File: src/rtl/opendap_pkg.sv
// Shared definitions for the APB memory access port: register word addresses,
// address-increment modes, FSM state encodings and small decode helpers.
// Word addresses are ap_addr values ({APBANKSEL, A[3:2]}); byte offset = addr*4.
package opendap_pkg;

  // Register word addresses (byte offset / 4)
  localparam logic [5:0] AP_CSW  = 6'h00;  // 0x00
  localparam logic [5:0] AP_TAR  = 6'h01;  // 0x04
  localparam logic [5:0] AP_DRW  = 6'h03;  // 0x0C
  localparam logic [5:0] AP_BD0  = 6'h04;  // 0x10
  localparam logic [5:0] AP_BD1  = 6'h05;  // 0x14
  localparam logic [5:0] AP_BD2  = 6'h06;  // 0x18
  localparam logic [5:0] AP_BD3  = 6'h07;  // 0x1C
  localparam logic [5:0] AP_CFG  = 6'h3D;  // 0xF4
  localparam logic [5:0] AP_BASE = 6'h3E;  // 0xF8
  localparam logic [5:0] AP_IDR  = 6'h3F;  // 0xFC

  // CSW.AddrInc encodings; only single increment is acted upon
  localparam logic [1:0] AINC_OFF    = 2'b00;
  localparam logic [1:0] AINC_SINGLE = 2'b01;

  // CSW.Size is fixed at word
  localparam logic [2:0] CSW_SIZE_WORD = 3'b010;

  typedef enum logic [1:0] {
    ST_IDLE   = 2'b00,
    ST_SETUP  = 2'b01,
    ST_ACCESS = 2'b10
  } ap_state_t;

  // BD0..BD3 share the 16-byte block at 0x10
  function automatic logic is_bd(input logic [5:0] addr);
    return addr[5:2] == AP_BD0[5:2];
  endfunction

  // Accesses that turn into an APB transfer
  function automatic logic is_apb_reg(input logic [5:0] addr);
    return (addr == AP_DRW) || is_bd(addr);
  endfunction

endpackage

File: src/rtl/opendap_mem_ap_apb.sv
// MEM-AP bridging DAP register accesses onto an APB master port.
// Latency: register accesses complete with ap_rdy held high; DRW/BDn take >= 3 cycles.
// Backpressure: ap_rdy low while an APB transfer is in flight; stretched by apb_pready.
module opendap_mem_ap_apb
  import opendap_pkg::*;
#(
  parameter logic [7:0]  APSEL = 8'h00,
  parameter logic [31:0] IDR   = 32'h04770002,
  parameter logic [31:0] BASE  = 32'h00000003
) (
  input  logic        swclk,
  input  logic        rst,
  input  logic [7:0]  ap_sel,
  input  logic [5:0]  ap_addr,
  input  logic [31:0] ap_wdata,
  input  logic        ap_wen,
  input  logic        ap_ren,
  input  logic        ap_abort,
  output logic [31:0] ap_rdata,
  output logic        ap_rdy,
  output logic        ap_err,
  output logic [31:0] apb_paddr,
  output logic        apb_psel,
  output logic        apb_penable,
  output logic        apb_pwrite,
  output logic [31:0] apb_pwdata,
  input  logic [31:0] apb_prdata,
  input  logic        apb_pready,
  input  logic        apb_pslverr
);

  ap_state_t   state, state_nxt;
  logic [1:0]  addr_inc;
  logic [31:0] tar;
  logic        xfer_drw;
  logic [31:0] reg_rdata;

  logic any_stb, sel_hit, accept, start, done, busy;

  assign any_stb = ap_wen | ap_ren;
  assign sel_hit = (ap_sel == APSEL);
  assign busy    = (state != ST_IDLE);
  // Strobes are only taken in IDLE; a strobe while busy is simply ignored
  assign accept  = any_stb && sel_hit && !busy && !ap_abort;
  assign start   = accept && is_apb_reg(ap_addr);
  // Abort wins over a coincident pready
  assign done    = (state == ST_ACCESS) && apb_pready && !ap_abort;

  // FSM state register; async reset drops psel/penable immediately
  always_ff @(posedge swclk or posedge rst) begin
    if (rst) state <= ST_IDLE;
    else     state <= state_nxt;
  end

  // FSM next-state: IDLE -> SETUP -> ACCESS (wait pready) -> IDLE, abort from anywhere
  always_comb begin
    state_nxt = state;
    if (ap_abort) begin
      state_nxt = ST_IDLE;
    end else begin
      case (state)
        ST_IDLE:   if (start) state_nxt = ST_SETUP;
        ST_SETUP:  state_nxt = ST_ACCESS;
        ST_ACCESS: if (apb_pready) state_nxt = ST_IDLE;
        default:   state_nxt = ST_IDLE;
      endcase
    end
  end

  // FSM outputs decoded straight from the state register
  always_comb begin
    ap_rdy      = 1'b1;
    apb_psel    = 1'b0;
    apb_penable = 1'b0;
    case (state)
      ST_SETUP: begin
        ap_rdy   = 1'b0;
        apb_psel = 1'b1;
      end
      ST_ACCESS: begin
        ap_rdy      = 1'b0;
        apb_psel    = 1'b1;
        apb_penable = 1'b1;
      end
      default: ;
    endcase
  end

  // Register read mux for accesses that complete without an APB transfer
  always_comb begin
    reg_rdata = 32'h0;
    case (ap_addr)
      AP_CSW:  reg_rdata = {24'h0, busy, 1'b1, addr_inc, 1'b0, CSW_SIZE_WORD};
      AP_TAR:  reg_rdata = tar;
      AP_BASE: reg_rdata = BASE;
      AP_IDR:  reg_rdata = IDR;
      default: reg_rdata = 32'h0;
    endcase
  end

  // CSW/TAR state and the post-transfer TAR auto-increment (wraps inside 1 KiB)
  always_ff @(posedge swclk or posedge rst) begin
    if (rst) begin
      addr_inc <= AINC_OFF;
      tar      <= 32'h0;
      xfer_drw <= 1'b0;
    end else begin
      if (accept && ap_wen) begin
        case (ap_addr)
          AP_CSW:  addr_inc <= ap_wdata[5:4];
          AP_TAR:  tar      <= {ap_wdata[31:2], 2'b00};
          default: ;
        endcase
      end
      if (start) xfer_drw <= (ap_addr == AP_DRW);
      if (done && !apb_pslverr && xfer_drw && (addr_inc == AINC_SINGLE))
        tar[9:2] <= tar[9:2] + 8'd1;
    end
  end

  // APB address/control/data latched at the strobe and held through SETUP/ACCESS
  always_ff @(posedge swclk or posedge rst) begin
    if (rst) begin
      apb_paddr  <= 32'h0;
      apb_pwrite <= 1'b0;
      apb_pwdata <= 32'h0;
    end else if (start) begin
      apb_paddr  <= (ap_addr == AP_DRW) ? tar : {tar[31:4], ap_addr[1:0], 2'b00};
      apb_pwrite <= ap_wen;
      apb_pwdata <= ap_wdata;
    end
  end

  // Read data and one-cycle error flag returned to the DP
  always_ff @(posedge swclk or posedge rst) begin
    if (rst) begin
      ap_rdata <= 32'h0;
      ap_err   <= 1'b0;
    end else begin
      ap_err <= done && apb_pslverr;
      if (done && !apb_pwrite)
        ap_rdata <= apb_prdata;
      else if (accept && ap_ren && !is_apb_reg(ap_addr))
        ap_rdata <= reg_rdata;
      else if (any_stb && !sel_hit && !ap_abort)
        ap_rdata <= 32'h0;
    end
  end

endmodule
File: config.mk
export PLATFORM = sky130hd
export DESIGN_NAME = opendap_mem_ap_apb
export DESIGN_NICKNAME = d
export VERILOG_FILES = /design/src/rtl/opendap_pkg.sv /design/src/rtl/opendap_mem_ap_apb.sv
export SDC_FILE = /design/constraint.sdc
export NUM_CORES = 1
export LEC_CHECK = 0
export BUFFER_PORTS_ARGS = -buffer_cell sky130_fd_sc_hd__clkbuf_2
export CAP_MARGIN = 20
export CORE_MARGIN = 4
export CORE_UTILIZATION = 31
export CTS_CLUSTER_DIAMETER = 200
export DETAILED_ROUTE_END_ITERATION = 10
export GPL_TIMING_DRIVEN = 0
export SETUP_SLACK_MARGIN = 0.5
export SYNTH_ARGS = -nofsm -noshare
export SYNTH_HDL_FRONTEND = slang
export SYNTH_SLANG_ARGS = --single-unit
export TNS_END_PERCENT = 10
File: constraint.sdc
create_clock -name swclk -period 12.6 [get_ports swclk]
set_input_delay 2.52 -clock swclk [delete_from_list [all_inputs] [get_ports swclk]]
set_output_delay 2.52 -clock swclk [all_outputs]
set_load 0.01 [all_outputs]
Word level (Yosys, flattened, before mapping) --
Cells that the tools add are included.
Word-level totals: output and inout bits 101, bits in registers 133, input port bits 85, logic and storage cells 72
Operators by class: reduce and logical (&&, ||, !) cells 35, multiplexer cells 15, eq/ne operators 10, add/subtract/negate cells 1, bitwise gates (word level) 1
Operators by type and width (count):
- case mux 32 bit (4 select lines) | 1
- two-way mux 32 bit | 3
- two-way mux 10 bit | 2
- logical AND 1 bit | 16
- equality test 6 bit (second input constant) | 2
- adder 8 x 1 -> 8 bit (second input constant) | 1
- logical NOT 8 bit | 1
- two-way mux 8 bit | 1
- AND reduction 2 bit | 4
- equality test 6 x 1 -> 1 bit (second input constant) | 1
- equality test 6 x 2 -> 1 bit (second input constant) | 1
- logical NOT 1 bit | 6
- logical NOT 6 bit | 1
- two-way mux 2 bit | 3
- != test 3 bit (second input constant) | 2
- case mux 2 bit (3 select lines) | 1
- nonzero test 2 bit | 3
- equality test 2 x 1 -> 1 bit (second input constant) | 2
- equality test 4 x 1 -> 1 bit (second input constant) | 1
- two-way mux 4 bit | 1
- two-way mux 1 bit | 3
- nonzero test 3 bit | 1
- equality test 2 bit (second input constant) | 1
- logical NOT 2 bit | 1
- other kinds (3) | 3

Logic depth before layout (Yosys ltp) --
Gate-level depths: netlist of the first run.
word-level depth 8, gate-level depth with buffers 9, gate-level depth less buffers 7

Least setup slack after synthesis of the first run --
OpenSTA, ideal clock, no wires.
path type input to register, start in ap_sel[5], end reg apb_paddr[10], data required time 12.475 ns, arrival time 4.304 ns, path buffers 2, slack 8.172 ns, setup time 0.125 ns, stages 6, cell sequence or4_1 -> nor4_4 -> nand2_1 -> buf_2 -> buf_4 -> mux2_2
Between the ends: longest elaborated chain between the ends 5
Ends and longest elaborated chain:
- start: declaration | RTL line opendap_mem_ap_apb.sv:13 | input logic [7:0] ap_sel,
- logical NOT 8 bit | RTL line opendap_mem_ap_apb.sv:41 | assign sel_hit = (ap_sel == APSEL);
- logical AND 1 bit (3 in series) | RTL line opendap_mem_ap_apb.sv:44 | assign accept = any_stb && sel_hit && !busy && !ap_abort;
- logical AND 1 bit | RTL line opendap_mem_ap_apb.sv:45 | assign start = accept && is_apb_reg(ap_addr);
- end signal: assignment | RTL line opendap_mem_ap_apb.sv:128 | apb_paddr <= (ap_addr == AP_DRW) ? tar : {tar[31:4], ap_addr[1:0], 2'b00};
- end: declaration | RTL line opendap_mem_ap_apb.sv:22 | output logic [31:0] apb_paddr,
Every way passes these cells. A chain may end at the register's enable or synchronous reset.

Worst setup path in the final report of the first run --
start in ap_sel[5], end reg ap_rdata[18]
Between the ends: longest elaborated chain between the ends 8, elaborated cells between the ends (all ways) 12, those cells by class mux (2); reduce/logical (10)
Ends and longest elaborated chain:
- logical NOT 8 bit * | RTL line opendap_mem_ap_apb.sv:41
- logical AND 1 bit (3 in series) | RTL line opendap_mem_ap_apb.sv:44
- logical AND 1 bit (2 in series) | RTL line opendap_mem_ap_apb.sv:143 | else if (accept && ap_ren && !is_apb_reg(ap_addr))
- two-way mux 32 bit | RTL line opendap_mem_ap_apb.sv:143
- two-way mux 32 bit | RTL line opendap_mem_ap_apb.sv:141 | if (done && !apb_pwrite)
- end signal: assignment | RTL line opendap_mem_ap_apb.sv:142 | ap_rdata <= apb_prdata;
- end signal: assignment | RTL line opendap_mem_ap_apb.sv:144 | ap_rdata <= reg_rdata;
- end: declaration | RTL line opendap_mem_ap_apb.sv:19 | output logic [31:0] ap_rdata,
Every way passes the cells marked *; elsewhere a longest branch is shown, timed or not.

==> results of run 1 <==
-- layout make-up --
type | count | area (µm²) | share of cell area
Buffer | 22 | 103 | 0.0138
Clock inverter | 12 | 204 | 0.0275
Antenna cell | 1 | 2.50 | 0.000337
Sequential cell | 131 | 3280 | 0.442
Tap cell | 225 | 282 | 0.0379
Inverter | 6 | 27.5 | 0.00371
Clock buffer | 19 | 443 | 0.0597
Timing Repair Buffer | 184 | 943 | 0.127
Multi-Input combinational cell | 260 | 2140 | 0.288
-- power by group through the flow --
| stage | combinational, mW | sequential, mW | clock, mW |
|---|---|---|---|
| floorplan | 0.0124 | 0.430 | 0 |
| finish | 0.0349 | 0.422 | 0.545 |
| CTS | 0.0356 | 0.422 | 0.558 |
| global route | 0.0395 | 0.421 | 0.581 |
| detailed placement | 0.0355 | 0.429 | 0 |
| global placement | 0.0335 | 0.429 | 0 |
-- per-stage QoR --
step                      hold slack (ns)  std cells
after floorplan                     0.442        419
after global placement              0.469        827
after detailed placement            0.475        828
after CTS                           0.491        859
after global routing                0.523        860
final                               0.483        860
-- metal layers --
metal,track usage,vias up
li1,-,1943
met1,0.204,2107
met2,0.252,144
met3,0.0482,30
met4,0.0697,0
met5,0,-
-- kinds of logic after synthesis --
logic type / after synthesis / synth area share
muxes: 90 / 0.182
other: 1 / 0.000677
DFF: 131 / 0.592
adders and majority gates: 4 / 0.00904
AOI/OAI and AO/OA: 56 / 0.0866
and+or+nand+nor: 108 / 0.107
buffers and inverters: 28 / 0.0226
-- cells in the mapped netlist, drive strengths merged --
library cell / n
and3b: 2
nand3: 5
and2: 23
nor4: 5
clkbuf: 11
nor3b: 1
a211o: 1
or3b: 1
nor4bb: 1
nor3: 6
inv: 6
o211ai: 1
a211oi: 1
a311oi: 1
o31ai: 1
o21bai: 1
o21a: 1
a21oi: 7
o21ai: 6
mux2i: 5
a221o: 35
or4: 4
dfrtp: 131
and4: 2
nand3b: 1
nand2b: 2
a221oi: 1
nor2b: 2
conb: 1
nand2: 31
or3: 1
ha: 4
buf: 11
nand4: 3
mux2: 85
or2: 5
nor2: 13
-- critical path: stages --
cell and delay (ns):
clkbuf_2 0.08, or4_1 0.60, nor4_4 0.52, nand3_1 0.21, nor2_2 0.52, buf_2 0.39
a221o_1 0.20
-- path summary, 6_finish.rpt --
kind	slack (ns)	end	cells past startpoint	start
max in group asynchronous	9.68	state[1]	3	rst
max	7.90	ap_rdata[18]	7	ap_sel[5]
min in group asynchronous	2.18	ap_rdata[15]	2	rst
min reg2reg	0.48	apb_paddr[3]	2	apb_paddr[3]
max reg2reg	9.88	ap_rdata[18]	7	state[0]
min	0.48	apb_paddr[3]	2	apb_paddr[3]
-- sequential cells by signal, summed over array words and instances, names as in the netlist --
register,cells
apb_paddr,30
apb_pwrite,1
ap_err,1
apb_pwdata,32
ap_rdata,32
addr_inc,2
xfer_drw,1
tar,30
state,2
==> results_dict.tcl, run 1 <==
set metrics [dict create \
    status "complete, no violations" \
    p_total_mw 1.00 \
    leakage_nw 4.01 \
    worst_slack_ns 7.90 \
    clk_pin_slew_worst_paths_ns 0.06 \
    synth-seq-cells 131 \
    path_max_fanout 10 \
    fmax_ghz 0.213 \
    track_usage 0.160 \
    dpl.hpwl_um 11600 \
    grt_pass1_vias 4557 \
    first_pass_iters 4 \
    dr.first_iter.drc_count 210 \
    initial_core_util 0.318 \
    netlist_area_mm2 0.00554 \
    wl_per_cell_um 18.3 \
    mostFrequentLayoutCells "clkbuf_2, dfrtp_1, mux2_2" \
    p_per_area_mw_per_mm2 135 \
    syn-instance-count 418 \
    ir_drop_mv 0.0848 \
    area_growth_pct 34.0 \
    worst_ep_arrival_time_ns 5.05 \
    ys_top_cells_by_area "dfrtp_1, mux2_2, a221o_1" \
    fin_crit_ns 4.70 \
    fillCellCount 1675 \
    top_layer "met4" \
    drive_above_1_share 0.498 \
    combPwrFrac 0.035 \
    power.share.clock 0.544 \
    wl_um 15700 \
    vias_per_cell 4.91 \
    remaining_drc_errors 0 \
    maxCapViolations 0 \
    cp-end-kind "register" \
    place.gp.congestion 0.928 \
    wl_met3_um 934 \
    setup_viol 0 \
    numPortBuffers 183 \
    fin_crit_sh 0.373 \
    final_util 0.426 \
    p_sw_mw 0.210 \
    yosysWarnings 0 \
    final_common_cell "clkbuf_2" \
    yosys.area.top_type "dfrtp_1" \
    dpl_worst_slack_ns 7.51 \
    post-cts-setup-buffer-count 0 \
    grt_overflow 0 \
    required_ns 12.95 \
    ctsHtreeMaxLevel 4 \
    antenna_found_initial 1 \
    min_path_type "reg2reg" \
    antenna_left 0 \
    vias 4224 \
    sequentialPowerShare 0.421 \
    avgSynthCellArea_um2 13.2 \
    io_pins 186 \
    fin_nets 711 \
    grt_max_degree 69 \
    placementRows 48 \
    cts_sinks 131 \
    clkLatencyLatePin_ns 0.41 \
    cts_tree "done" \
    wl_met2_um 7610 \
    p_int_mw 0.792 \
    grt_pass1_wl_um 24900 \
    die_width_um 142 \
    synth_cell_type_count 41 \
    cts-root-buf "clkbuf_16" \
    max-slew-margin-rel 0.420 \
    slew_violations 0 \
    worst_setup_path_start_kind "primary input" \
    critPathKind "in2reg" \
    clock_path_buffers 2 \
    cts-buffers-inserted 17 \
    synth.top_cell.area_share 0.592 \
    stdcell_area_mm2 0.00742 \
    swShare 0.210 \
    placed_cell_area_mm2 0.00677 \
    worst_pin_slew_ns 0.864 \
    skew_ns 0.00635 \
    dieHeight_um 142 \
    cts_hold_buffers 0 \
    setup_tns_ns 0 \
    rsz0062_at_grt "no" \
    hold_viol 0 \
    core_mm2 0.0174 \
    post_cts_resized 0 \
    die_area_mm2 0.0201 \
    drt-met1-wl_um 6790 \
    yosysSeqAreaShare 0.592 \
]
(Power assumes the default switching activity.)
==> inputs of run 2 (changes only) <==
==> constraint.sdc (replaced) <==
create_clock -name swclk -period 4.7 [get_ports swclk]
set_input_delay 0.94 -clock swclk [delete_from_list [all_inputs] [get_ports swclk]]
set_output_delay 0.94 -clock swclk [all_outputs]
set_load 0.01 [all_outputs]
==> results_dict.tcl, run 2 (same netlist as run 1, synthesis figures left out) <==
set metrics [dict create \
    hold_viol 0 \
    vias_per_cell 4.88 \
    reg2reg_from "state[0]" \
    fmax_ghz 0.323 \
    final_common_cell "clkbuf_2" \
    cts_tree "done" \
    grt_max_degree 40 \
    crit_start "ap_sel[5]" \
    fin_crit_ns 3.10 \
    clkLatencyLatePin_ns 0.41 \
    cts-buffers-inserted 17 \
    critPathKind "in2reg" \
    cts-root-buf "clkbuf_16" \
    clock_path_buffers 2 \
    biggestRegsByFlops "ap_rdata (32), apb_pwdata (32)" \
    leakage_nw 3.98 \
    cp-end-kind "register" \
    worst_ep_arrival_time_ns 3.44 \
    mostFrequentLayoutCells "clkbuf_2, dfrtp_1, mux2_2" \
    dpl.hpwl_um 11900 \
    fin_nets 713 \
    die_width_um 142 \
    grt_pass1_wl_um 25300 \
    grt_pass1_vias 4651 \
    placementRows 48 \
    worst_setup_path_start_kind "primary input" \
    fillCellCount 1688 \
    core_mm2 0.0174 \
    antenna_found_initial 0 \
    required_ns 5.04 \
    initial_core_util 0.318 \
    setup_viol 0 \
    wl_um 15800 \
    cts_sinks 131 \
    post_cts_resized 0 \
    rsz0062_at_grt "no" \
    fin_crit_sh 0.659 \
    remaining_drc_errors 0 \
    clk_pin_slew_worst_paths_ns 0.06 \
    worst_slack_ns 1.60 \
    wl_per_cell_um 18.3 \
    ir_drop_mv 0.239 \
    antenna_left 0 \
    grt_overflow 0 \
    place.gp.congestion 0.877 \
    drive_above_1_share 0.499 \
    skew_ns 0.0128 \
    dpl_worst_slack_ns 1.20 \
    numPortBuffers 183 \
    hp-start "xfer_drw" \
    ctsHtreeMaxLevel 4 \
    worst_pin_slew_ns 0.828 \
    status "complete, no violations" \
    cts_hold_buffers 0 \
    dieHeight_um 142 \
    dr.first_iter.drc_count 192 \
    track_usage 0.161 \
    path_max_fanout 10 \
    post-cts-setup-buffer-count 0 \
    io_pins 186 \
    area_growth_pct 33.4 \
    min_path_type "reg2reg" \
    max-slew-margin-rel 0.444 \
    p_per_area_mw_per_mm2 342 \
    maxCapViolations 0 \
    die_area_mm2 0.0201 \
    setup_tns_ns 0 \
    final_util 0.424 \
    first_pass_iters 5 \
    slew_violations 0 \
    vias 4214 \
]
[run 2: changes by cell type in the layout (fill, tap and decap cells not counted), sizes merged]
cell,change
clkinv,+1
clkbuf,+1
inv,-2
clkinvlp,+4
buf,+2
bufinv,-3
[run 2: cell type report]
class                      count  area (µm²)  share of cell area
inverter                       6        26.3             0.00356
multi-input combinational    260        2140               0.289
clock buffer                  20         447              0.0605
timing repair buffer         186         976               0.132
buffer                        22         103              0.0139
antenna                        1        2.50            0.000339
tap                          225         282              0.0381
clock inverter                12         133              0.0180
sequential                   131        3280               0.444
[run 2: report_power, final]
part	leakage [nW]	switching [mW]	internal (mW)
Combinational	1.88	0.0583	0.0383
Sequential	1.83	0.000858	1.13
Clock	0.276	0.505	0.796
Total	3.98	0.564	1.96
[run 2: worst max-delay path: stages]
cell,delay [ns]
clkbuf_2,0.08
or4_1,0.61
nor4_4,0.52
nand3_1,0.21
nor2_2,0.49
buf_2,0.37
a221o_1,0.20
[run 2: routing by layer]
metal / GRT usage / vias up / share of wire
li1: - / 1949 / -
met1: 0.207 / 2091 / 0.43
met2: 0.267 / 157 / 0.49
met3: 0.0442 / 17 / 0.064
met4: 0.0480 / 0 / 0.014
met5: 0 / - / 0
[run 2: metrics by stage]
| step | instances | power [mW] | instance area, µm² | hold slack, ns |
|---|---|---|---|---|
| floorplan | 419 | 1.19 | 5540 | 0.442 |
| global placement | 827 | 1.24 | 6740 | 0.467 |
| detailed placement | 830 | 1.25 | 6800 | 0.473 |
| CTS | 862 | 2.56 | 7380 | 0.483 |
| global route | 862 | 2.63 | 7380 | 0.511 |
| finish | 863 | 2.53 | 7380 | 0.481 |
[run 2: final timing paths]
check | slack, ns | cells after the start | end
setup reg to reg | 2.01 | 7 | ap_rdata[15]
min in group asynchronous | 0.61 | 2 | ap_rdata[15]
max in group asynchronous | 3.26 | 4 | apb_pwdata[26]
hold / removal | 0.48 | 2 | xfer_drw
hold reg to reg | 0.48 | 2 | xfer_drw
setup / recovery | 1.60 | 7 | ap_rdata[15]
==> inputs of run 3 (changes only) <==
==> constraint.sdc (replaced) <==
create_clock -name swclk -period 2.9 [get_ports swclk]
set_input_delay 0.58 -clock swclk [delete_from_list [all_inputs] [get_ports swclk]]
set_output_delay 0.58 -clock swclk [all_outputs]
set_load 0.01 [all_outputs]
==> results_dict.tcl, run 3 (same netlist as run 1, synthesis figures left out) <==
set metrics [dict create \
    placementRows 48 \
    min_path_type "in2async" \
    grtUsageMet2 0.265 \
    die_width_um 142 \
    required_ns 3.24 \
    worst_setup_path_start_kind "primary input" \
    core_mm2 0.0174 \
    crit_buf_inv 4 \
    drive_above_1_share 0.516 \
    p_sw_mw 0.908 \
    hold_viol 0 \
    worst_ep_arrival_time_ns 2.68 \
    path_max_fanout 10 \
    skew_ns 0.0114 \
    maxCapViolations 0 \
    sequentialPowerShare 0.448 \
    cts_tree "done" \
    numPortBuffers 183 \
    dieHeight_um 142 \
    grt_overflow 0 \
    combPwrFrac 0.039 \
    leakage_nw 4.02 \
    slew_violations 0 \
    clkLatencyLatePin_ns 0.41 \
    swShare 0.222 \
    remaining_drc_errors 0 \
    final_common_cell "clkbuf_2" \
    mostFrequentLayoutCells "clkbuf_2, dfrtp_1, mux2_2" \
    worst_pin_slew_ns 0.689 \
    cts-buffers-inserted 17 \
    top_usage_layer "met2" \
    vias_per_cell 4.86 \
    fin_nets 717 \
    met3_usage 0.0438 \
    dpl_worst_slack_ns -0.241 \
    place.gp.congestion 0.877 \
    cp_top_family "simple AND/OR/NAND/NOR gates" \
    status "complete, no violations" \
    fmax_ghz 0.428 \
    p_per_area_mw_per_mm2 548 \
    grt_max_degree 40 \
    antenna_left 0 \
    worst_slack_ns 0.561 \
    fin_crit_ns 2.34 \
    ctsHtreeMaxLevel 4 \
    area_growth_pct 34.8 \
    initial_core_util 0.318 \
    cts_sinks 131 \
    vias 4217 \
    biggestRegsByFlops "ap_rdata (32), apb_pwdata (32)" \
    max_stage_delay_ns 0.61 \
    power.share.clock 0.513 \
    cts_hold_buffers 0 \
    critPathKind "in2reg" \
    setup_viol 0 \
    wl_um 15900 \
    antenna_found_initial 0 \
    max-slew-margin-rel 0.541 \
    path_cells "clkbuf_2, or4_1, nor4_4, buf_4, nand3_1, nor2_4, buf_12, buf_2, a221o_1" \
    wl_per_cell_um 18.3 \
    grt_pass1_wl_um 25400 \
    dr.first_iter.drc_count 184 \
    grtUsageMet1 0.207 \
    clock_path_buffers 2 \
    grt_pass1_vias 4682 \
    p_int_mw 3.18 \
    track_usage 0.162 \
    cts-root-buf "clkbuf_16" \
    cp-end-kind "register" \
    dpl.hpwl_um 11900 \
    first_pass_iters 4 \
    rsz0062_at_grt "yes" \
    fillCellCount 1680 \
    clk_pin_slew_worst_paths_ns 0.06 \
    fin_crit_sh 0.806 \
    critPathSlowestCell "or4_1" \
    io_pins 186 \
    ir_drop_mv 0.386 \
    setup_tns_ns 0 \
    die_area_mm2 0.0201 \
]
-- run 3: area by class of cell --
cell class                 instances  area (µm²)  share of cell area
sequential                       131        3280               0.439
multi-input combinational        260        2160               0.290
timing repair buffer             190        1020               0.137
clock buffer                      20         447              0.0599
tap                              225         282              0.0377
clock inverter                    12         133              0.0178
buffer                            22         114              0.0153
inverter                           6        26.3             0.00352
antenna                            1        2.50            0.000335
-- run 3: power groups by stage --
stage / Sequential (mW) / Clock, mW / Combinational, mW
2_1_floorplan: 1.87 / 0 / 0.0544
3_3_place_gp: 1.87 / 0 / 0.147
3_5_place_dp: 1.86 / 0 / 0.160
4_1_cts: 1.83 / 2.16 / 0.162
5_1_grt: 1.83 / 2.25 / 0.179
6_report: 1.83 / 2.10 / 0.159
-- run 3: timing repair --
item / in CTS / in global routing
pin swaps: 2 / 2
endpoints found under the hold margin: 0 / 0
gates resized for setup: 6 / 9
endpoints found under the setup margin: 108 / 69
buffers inserted: 2 / 2
-- run 3: routing by layer --
layer	part of all wire	routed length [µm]	vias to the layer above
met3	0.068	1080	19
met5	0	0	-
met4	0.018	289	0
li1	-	-	1961
met2	0.48	7690	152
met1	0.43	6830	2085
-- run 3: path summary, 6_finish.rpt --
kind,startpoint,slack [ns],cells past startpoint,endpoint
max,ap_sel[5],0.56,9,ap_rdata[7]
min,rst,0.25,2,ap_rdata[15]
min reg2reg,xfer_drw,0.48,2,xfer_drw
max in group asynchronous,rst,1.82,4,apb_pwdata[26]
min in group swclk,apb_prdata[5],0.40,2,ap_rdata[5]
max reg2reg,state[1],0.59,6,addr_inc[1]
-- run 3: metrics by stage --
| stage | instance area, µm² | util | hold slack, ns | instances | total power [mW] |
|---|---|---|---|---|---|
| floorplan | 5540 | - | 0.442 | 419 | 1.92 |
| global placement | 6740 | 0.387 | 0.467 | 827 | 2.01 |
| detailed placement | 6800 | 0.391 | 0.473 | 830 | 2.02 |
| CTS | 7420 | 0.426 | 0.254 | 864 | 4.15 |
| global route | 7460 | 0.428 | 0.290 | 866 | 4.26 |
| finish | 7460 | 0.428 | 0.253 | 867 | 4.09 |
